<file path="src/rtl/pn_sched4.sv">
// pn_sched4: two-stage swap-control scheduler for a 4-input permutation
// network of 2x2 age-compare cells. P1 captures a timestamp set and the tie
// mode. P2 holds the stage-1/stage-2 swap controls and the final slot order.
// The block also owns the injection age counter and the tie-break mode timer.
`ifndef TIME_WIDTH
`define TIME_WIDTH 8
`endif

module pn_sched4 #(
    parameter int TIME_W      = `TIME_WIDTH,
    parameter int MODE_PERIOD = 16
) (
    input  logic                  clk,
    input  logic                  reset,
    input  logic                  in_vld,
    output logic                  in_rdy,
    input  logic [4*TIME_W-1:0]   in_time,
    output logic                  out_vld,
    input  logic                  out_rdy,
    output logic [1:0]            s1_swap,
    output logic [1:0]            s2_swap,
    output logic [4*TIME_W-1:0]   out_time,
    output logic                  out_mode,
    output logic [TIME_W-1:0]     now_time
);

    localparam int MCNT_W = 16;

    typedef logic [TIME_W-1:0] stamp_t;

    localparam stamp_t STAMP_ONES = {TIME_W{1'b1}};
    localparam stamp_t STAMP_ZERO = {TIME_W{1'b0}};
    localparam stamp_t STAMP_ONE  = {{(TIME_W-1){1'b0}}, 1'b1};
    localparam logic [MCNT_W-1:0] MCNT_LAST = MCNT_W'(MODE_PERIOD - 1);

    // An empty slot (time 0) ranks below every real flit.
    function automatic stamp_t key_of(input stamp_t t);
        return (t == STAMP_ZERO) ? STAMP_ONES : t;
    endfunction

    // Swap when the lower-port flit is older; in mode 1 an equal pair swaps too,
    // so the older flit always ends on the upper port.
    function automatic logic cell_swap(input stamp_t k_up, input stamp_t k_lo, input logic mode);
        return mode ? (k_lo <= k_up) : (k_lo < k_up);
    endfunction

    logic                  p1_vld_r;
    logic [4*TIME_W-1:0]   p1_time_r;
    logic                  p1_mode_r;
    logic                  p2_vld_r;
    logic [1:0]            s1_r;
    logic [1:0]            s2_r;
    logic [4*TIME_W-1:0]   p2_time_r;
    logic                  p2_mode_r;
    logic [MCNT_W-1:0]     mcnt_r;
    logic                  mode_r;
    stamp_t                now_r;

    logic                  p2_adv_s;
    stamp_t                in_slot_s [4];
    stamp_t                mid_s [4];
    stamp_t                fin_s [4];
    logic [1:0]            s1_s;
    logic [1:0]            s2_s;
    logic [4*TIME_W-1:0]   fin_pack_s;

    assign p2_adv_s = out_rdy || !p2_vld_r;
    assign in_rdy   = !p1_vld_r || p2_adv_s;

    assign out_vld  = p2_vld_r;
    assign s1_swap  = s1_r;
    assign s2_swap  = s2_r;
    assign out_time = p2_time_r;
    assign out_mode = p2_mode_r;
    assign now_time = now_r;

    // Swap controls and final slot order for the set held in P1.
    always_comb begin
        for (int i = 0; i < 4; i++) begin
            in_slot_s[i] = p1_time_r[i*TIME_W +: TIME_W];
        end
        s1_s[0]  = cell_swap(key_of(in_slot_s[0]), key_of(in_slot_s[1]), p1_mode_r);
        s1_s[1]  = cell_swap(key_of(in_slot_s[2]), key_of(in_slot_s[3]), p1_mode_r);
        mid_s[0] = s1_s[0] ? in_slot_s[1] : in_slot_s[0];
        mid_s[1] = s1_s[0] ? in_slot_s[0] : in_slot_s[1];
        mid_s[2] = s1_s[1] ? in_slot_s[3] : in_slot_s[2];
        mid_s[3] = s1_s[1] ? in_slot_s[2] : in_slot_s[3];
        s2_s[0]  = cell_swap(key_of(mid_s[0]), key_of(mid_s[2]), p1_mode_r);
        s2_s[1]  = cell_swap(key_of(mid_s[1]), key_of(mid_s[3]), p1_mode_r);
        fin_s[0] = s2_s[0] ? mid_s[2] : mid_s[0];
        fin_s[2] = s2_s[0] ? mid_s[0] : mid_s[2];
        fin_s[1] = s2_s[1] ? mid_s[3] : mid_s[1];
        fin_s[3] = s2_s[1] ? mid_s[1] : mid_s[3];
        fin_pack_s = {fin_s[3], fin_s[2], fin_s[1], fin_s[0]};
    end

    // Pipeline registers: P2 drains on out_rdy, P1 refills whenever in_rdy.
    always_ff @(posedge clk) begin
        if (reset) begin
            p1_vld_r  <= 1'b0;
            p1_time_r <= {(4*TIME_W){1'b0}};
            p1_mode_r <= 1'b0;
            p2_vld_r  <= 1'b0;
            s1_r      <= 2'b00;
            s2_r      <= 2'b00;
            p2_time_r <= {(4*TIME_W){1'b0}};
            p2_mode_r <= 1'b0;
        end else begin
            if (p2_adv_s) begin
                p2_vld_r <= p1_vld_r;
                if (p1_vld_r) begin
                    s1_r      <= s1_s;
                    s2_r      <= s2_s;
                    p2_time_r <= fin_pack_s;
                    p2_mode_r <= p1_mode_r;
                end
            end
            if (in_rdy) begin
                p1_vld_r <= in_vld;
                if (in_vld) begin
                    p1_time_r <= in_time;
                    p1_mode_r <= mode_r;
                end
            end
        end
    end

    // Tie-break mode timer: flips the mode once every MODE_PERIOD cycles.
    always_ff @(posedge clk) begin
        if (reset) begin
            mcnt_r <= {MCNT_W{1'b0}};
            mode_r <= 1'b0;
        end else if (mcnt_r == MCNT_LAST) begin
            mcnt_r <= {MCNT_W{1'b0}};
            mode_r <= ~mode_r;
        end else begin
            mcnt_r <= mcnt_r + {{(MCNT_W-1){1'b0}}, 1'b1};
        end
    end

    // Injection age stamp: free-running, skips 0 because 0 marks an empty slot.
    always_ff @(posedge clk) begin
        if (reset) begin
            now_r <= STAMP_ONE;
        end else if (now_r == STAMP_ONES) begin
            now_r <= STAMP_ONE;
        end else begin
            now_r <= now_r + STAMP_ONE;
        end
    end

endmodule

</file>
<file path="config.mk">
export PLATFORM = sky130hd
export DESIGN_NAME = pn_sched4
export DESIGN_NICKNAME = d
export VERILOG_FILES = /design/src/rtl/pn_sched4.sv
export SDC_FILE = /design/constraint.sdc
export NUM_CORES = 1
export LEC_CHECK = 0
export ABC_AREA = 1
export CAP_MARGIN = 25
export CORE_UTILIZATION = 50
export DETAILED_ROUTE_END_ITERATION = 6
export PLACE_DENSITY = 0.77
export SETUP_SLACK_MARGIN = 0.4
export SLEW_MARGIN = 15
export SYNTH_ARGS = -nofsm -noshare
export SYNTH_HDL_FRONTEND = slang
export SYNTH_SLANG_ARGS = --single-unit
</file>
<file path="constraint.sdc">
create_clock -name clk -period 4 [get_ports clk]
set_input_delay 0.8 -clock clk [delete_from_list [all_inputs] [get_ports clk]]
set_output_delay 0.8 -clock clk [all_outputs]
set_load 0.01 [all_outputs]
</file>
==> flow_summary.ini, run 1 <==
[die]
core_area_um2 = 11400
row_count = 39
initial_utilization_pct = 51.3
pin_count = 83
die_h_um = 110
die_w_um = 110
die_area_um2 = 12100

[route]
post_drt_wl_per_cell_um = 14.4
first_pass_iters = 7
drc = 2
drt_wl_total_mm = 17.3
antenna_left = 0
vias = 6474
via_per_inst = 5.40
first_iter_violations = 541

[clock_network]
clk_pin_slew_ns = 0.06
root_buffer = clkbuf_16
cts_made_buffers = 9
cts_hold_buf = 0
clk_latency_ns = 0.35
clock_path_buffers = 2
numClockSinks = 97
cts_tree = built
htree_levels = 3

[worst_setup_path]
worstPathMaxFanout = 8
worst_path_most_repeated_cell = nand2_1
crit_buf_inv = 5
cpLargestDelayFamily = simple AND/OR/NAND/NOR gates
cp-start-kind = flop
critPathKind = reg2reg
cpPeakStageDelay_ns = 0.36
required_ns = 4.30
end_kind = flop
worstPathArrival_ns = 4.75
slowest_stage = dfxtp_1

[timing]
hold_viol = 0
setup_ws_ns = -0.448
hold_slack_ns = 0.439
rsz0062_at_grt = yes
setup_viol = 34
fmax_mhz = 225
worstMarginPinSlew_ns = 0.764
finalCritPeriodShare_pct = 111
fin_skew_ns = 0.00606
drv_slew = 0
period_needed_ns = 4.45
maxSlewHeadroom_pct = 48.8

[power]
power.leakage_nw = 4.07
ir_drop_uv = 359
power_density_nw_per_um2 = 549

[global_route]
antenna_found_initial = 0
grt_pass1_wl_mm = 25.1
grt_pass1_vias = 5674
track_usage_pct = 26.5
grt_remaining_overflow = 0
grt_max_degree = 38

[run]
drv_cap = 0

[yosys]
syn-num-nets = 976
synth_area_leader_cell = dfxtp_1
yosysSeqAreaShare_pct = 33.3
synth_area_um2 = 5830
synth-async-reset-ratio_pct = 0
syn_inst = 906
synth_edf_count = 0
synthTopCellsByArea = dfxtp_1 33%, nand2_1 19%, inv_1 8.6%, ha_1 7.3%, nand3_1 6.3%
synth_top_area_share_pct = 33.3
syn_avg_cell_area_um2 = 6.44
yosys_warnings = 0
synth.distinct_cells = 36
synth-main-ff-cell = dfxtp_1
ys_seq_elements = 97

[layout]
layout_common_cells = 228 x nand2_1, 128 x inv_1, 95 x dfxtp_1
drive_gt1_share_pct = 24.3
syn_to_final_growth_pct = 41.7
nNetsFinal = 1120
layout.cells.non_filler = 1198
fillCellCount = 848
layout_commonest_cell = nand2_1
diodes = 0
fin_util_pct = 72.7
final_area_um2 = 8270

[placement]
post-place-cells = 1152
gp_congestion = 0.903
hpwl_mm = 10.9
dp_slack_ns = -0.0296
io_buffers = 82
postPlaceCellArea_um2 = 7130

[outcome]
status = finished with violations
violations = DRC, setup timing

[hold_path]
hold_path_class = reg2reg
## cells by family after synthesis
kind of cell,after synthesis,share of synthesized area (%)
compound gates,126,11.1
buf+inv,164,11.3
simple gates,482,36.6
fa+ha+maj,34,7.29
flops,97,33.3
xor+xnor,3,0.451
## synthesized netlist by cell type, drive strengths merged, types with 2 or more instances
cell,n
o21ai,47
clkbuf,17
nand3,75
nor3b,3
nand2,302
nor3,11
or2,5
ha,34
a21o,2
xor2,2
nor4,6
a21oi,74
dfxtp,97
inv,134
nor2,72
nand4,7
buf,12
o21a,2
## worst paths after layout
path | from | end | slack, ns | cells past startpoint
max | p1_time_r[5] | out_time[1] | -0.45 | 28
min | now_time[0] | now_time[0] | 0.44 | 1
max reg2reg | p1_time_r[5] | out_time[1] | -0.45 | 28
min reg2reg | now_time[0] | now_time[0] | 0.44 | 1
## sequential cells by signal, summed over array words and instances (netlist names)
name	cells
out_time	32
p1_time_r	32
mcnt_r	16
now_time	8
s1_swap	2
s2_swap	2
mode_r	1
out_mode	1
out_vld	1
p1_mode_r	1
p1_vld_r	1
## area by class of cell
class	instances	area, um^2	area share, %
clock buffer	10	229	2.77
clock inverter	6	45.0	0.545
inverter	135	509	6.16
multi-input combinational	650	3840	46.5
sequential	97	1950	23.6
tap	143	179	2.16
timing repair buffer	157	1510	18.3
## worst register-to-register path, delay by kind of cell, from the launching register on
kind                     cells  cell delay, ns
AND/OR/NAND/NOR             18            2.29
AO/OA/AOI/OAI                3            0.49
buffers and inverters        5            0.66
flip-flops                   1            0.36
adder cells (fa/ha/maj)      2            0.58
## per-layer routing
| layer | GRT usage, % | share of wire [%] |
|---|---|---|
| met1 | 29.3 | 39 |
| met2 | 47.2 | 50 |
| met3 | 7.35 | 6.7 |
| met4 | 12.0 | 4.4 |
| met5 | 0 | 0 |
## where the power goes
part	internal, mW	total, mW	switching (mW)
combinational	1.12	2.59	1.47
clock	0.422	0.801	0.379
sequential	1.08	1.15	0.0693
total	2.62	4.54	1.92
## metrics by stage
step | setup TNS [ns] | power (mW)
finish | -9.85 | 4.54
detailed placement | -0.211 | 3.05
global route | -16.77 | 4.83
floorplan | 0 | 2.41
global placement | 0 | 3.02
CTS | 0 | 3.99
## repair_timing
action / 4_1_cts / 5_1_grt
cloned: 5 / 3
pin swaps: 10 / 41
resized for setup: 32 / 121
buffers inserted: 4 / 18
endpoints found under the setup margin: 34 / 34
Note: power is estimated with default switching activity, not from simulation.
==> inputs of run 2 (changes only) <==
Settings changed: GPL_TIMING_DRIVEN from default to 0.
==> flow_summary.ini, run 2 (same netlist as run 1, synthesis figures left out) <==
[worst_setup_path]
end_kind = flop
required_ns = 4.30
cp-start-kind = flop
cpPeakStageDelay_ns = 0.34
critPathKind = reg2reg
worstPathArrival_ns = 4.50
worstPathMaxFanout = 7
slowest_stage = dfxtp_2

[clock_network]
clk_pin_slew_ns = 0.07
htree_levels = 3
cts_tree = built
cts_made_buffers = 9
clock_path_buffers = 2
numClockSinks = 97
root_buffer = clkbuf_16
clk_latency_ns = 0.36
cts_hold_buf = 0

[power]
power_mw = 4.57
p_switching_mw = 1.89
comb_power_share_pct = 54.5
p_int_mw = 2.68
clkPwrFrac_pct = 20.3
seq_power_share_pct = 25.2
power.leakage_nw = 4.14
ir_drop_uv = 462
netSwitchingFraction_pct = 41.4
power_density_nw_per_um2 = 561

[timing]
setup_viol = 34
fmax_mhz = 238
fin_skew_ns = 0.0101
rsz0062_at_grt = yes
period_needed_ns = 4.20
setup_ws_ns = -0.196
worstMarginPinSlew_ns = 0.691
fin_tns_setup_ns = -5.08
drv_slew = 0
finalCritPeriodShare_pct = 105
maxSlewHeadroom_pct = 53.4
hold_viol = 0

[placement]
io_buffers = 82
gp_congestion = 0.879
hpwl_mm = 11.5
postPlaceCellArea_um2 = 6870

[global_route]
grt_remaining_overflow = 0
grt_max_degree = 17
grt_pass1_wl_mm = 26.0
grt_pass1_vias = 5672
track_usage_pct = 28.0
antenna_found_initial = 0

[die]
row_count = 39
die_h_um = 110
core_area_um2 = 11400
initial_utilization_pct = 51.3
die_w_um = 110
pin_count = 83
die_area_um2 = 12100

[route]
vias = 6420
post_drt_wl_per_cell_um = 14.5
drt_wl_total_mm = 17.3
antenna_left = 0
first_iter_violations = 465
via_per_inst = 5.40
first_pass_iters = 7
drc = 2

[outcome]
status = finished with violations
violations = DRC, setup timing

[layout]
multiInputGateArea_um2 = 3820
diodes = 0
layout_common_cells = 206 x nand2_1, 127 x inv_1, 92 x dfxtp_1
final_area_um2 = 8150
drive_gt1_share_pct = 24.4
syn_to_final_growth_pct = 39.7
layout_commonest_cell = nand2_1
nNetsFinal = 1111
register_area_um2 = 1950
fillCellCount = 911

[run]
drv_cap = 0

[hold_path]
hold_path_class = reg2reg
[run 2: cell type report]
class	instances	share of cell area (%)
inverter	135	6.22
clock inverter	6	1.11
timing repair buffer	124	14.8
clock buffer	9	2.76
buffer	29	2.16
sequential	97	23.9
tap	143	2.19
multi-input combinational	645	46.9
[run 2: timing repair]
item | CTS | global route
resized for setup | 93 | 102
cloned | 5 | 1
pin swaps | 49 | 56
setup endpoints to repair | 34 | 34
buffers inserted | 22 | 14
[run 2: through the flow]
| step | setup WS (ns) | util [%] | cells | hold slack (ns) |
|---|---|---|---|---|
| floorplan | 0.406 | - | 906 | 0.418 |
| global placement | -0.177 | 60.4 | 1131 | 0.427 |
| detailed placement | -0.271 | 60.4 | 1131 | 0.431 |
| CTS | -0.0493 | 67.5 | 1173 | 0.451 |
| global route | -0.424 | 71.7 | 1188 | 0.460 |
| finish | -0.196 | 71.7 | 1188 | 0.449 |
[run 2: power by group through the flow]
stage | Clock, mW | Sequential [mW] | Combinational, mW
floorplan | 0 | 1.19 | 1.21
global placement | 0 | 1.17 | 1.71
detailed placement | 0 | 1.17 | 1.75
CTS | 0.945 | 1.15 | 2.08
global route | 0.979 | 1.16 | 2.71
finish | 0.929 | 1.15 | 2.49
[run 2: worst paths after layout]
check | to | slack, ns | start | cells past startpoint
max | out_time[7] | -0.20 | p1_time_r[4] | 28
min | now_time[0] | 0.45 | now_time[0] | 1
max reg2reg | out_time[7] | -0.20 | p1_time_r[4] | 28
min reg2reg | now_time[0] | 0.45 | now_time[0] | 1
[run 2: layer usage]
layer / vias to the layer above / GRT usage, % / part of all wire (%) / wire [um]
met1: 2974 / 32.3 / 40 / 6990
met4: 0 / 10.4 / 3.3 / 565
met2: 255 / 50.2 / 50 / 8620
li1: 3145 / - / - / -
met5: - / 0 / 0 / 0
met3: 46 / 6.23 / 6.4 / 1110
[run 2: worst max-delay path: cells and delay by family (launching register included)]
family                   cells  cell delay [ns]
AO/OA/AOI/OAI                1             0.06
adder cells (fa/ha/maj)      2             0.61
AND/OR/NAND/NOR             21             2.57
flip-flops                   1             0.34
buffers and inverters        4             0.54
==> inputs of run 3 (changes only) <==
Settings changed: ABC_CLOCK_PERIOD_IN_PS from default to 4000.
==> results of run 3 <==
The final DEF is identical to that of run 2; final timing and power are the same.
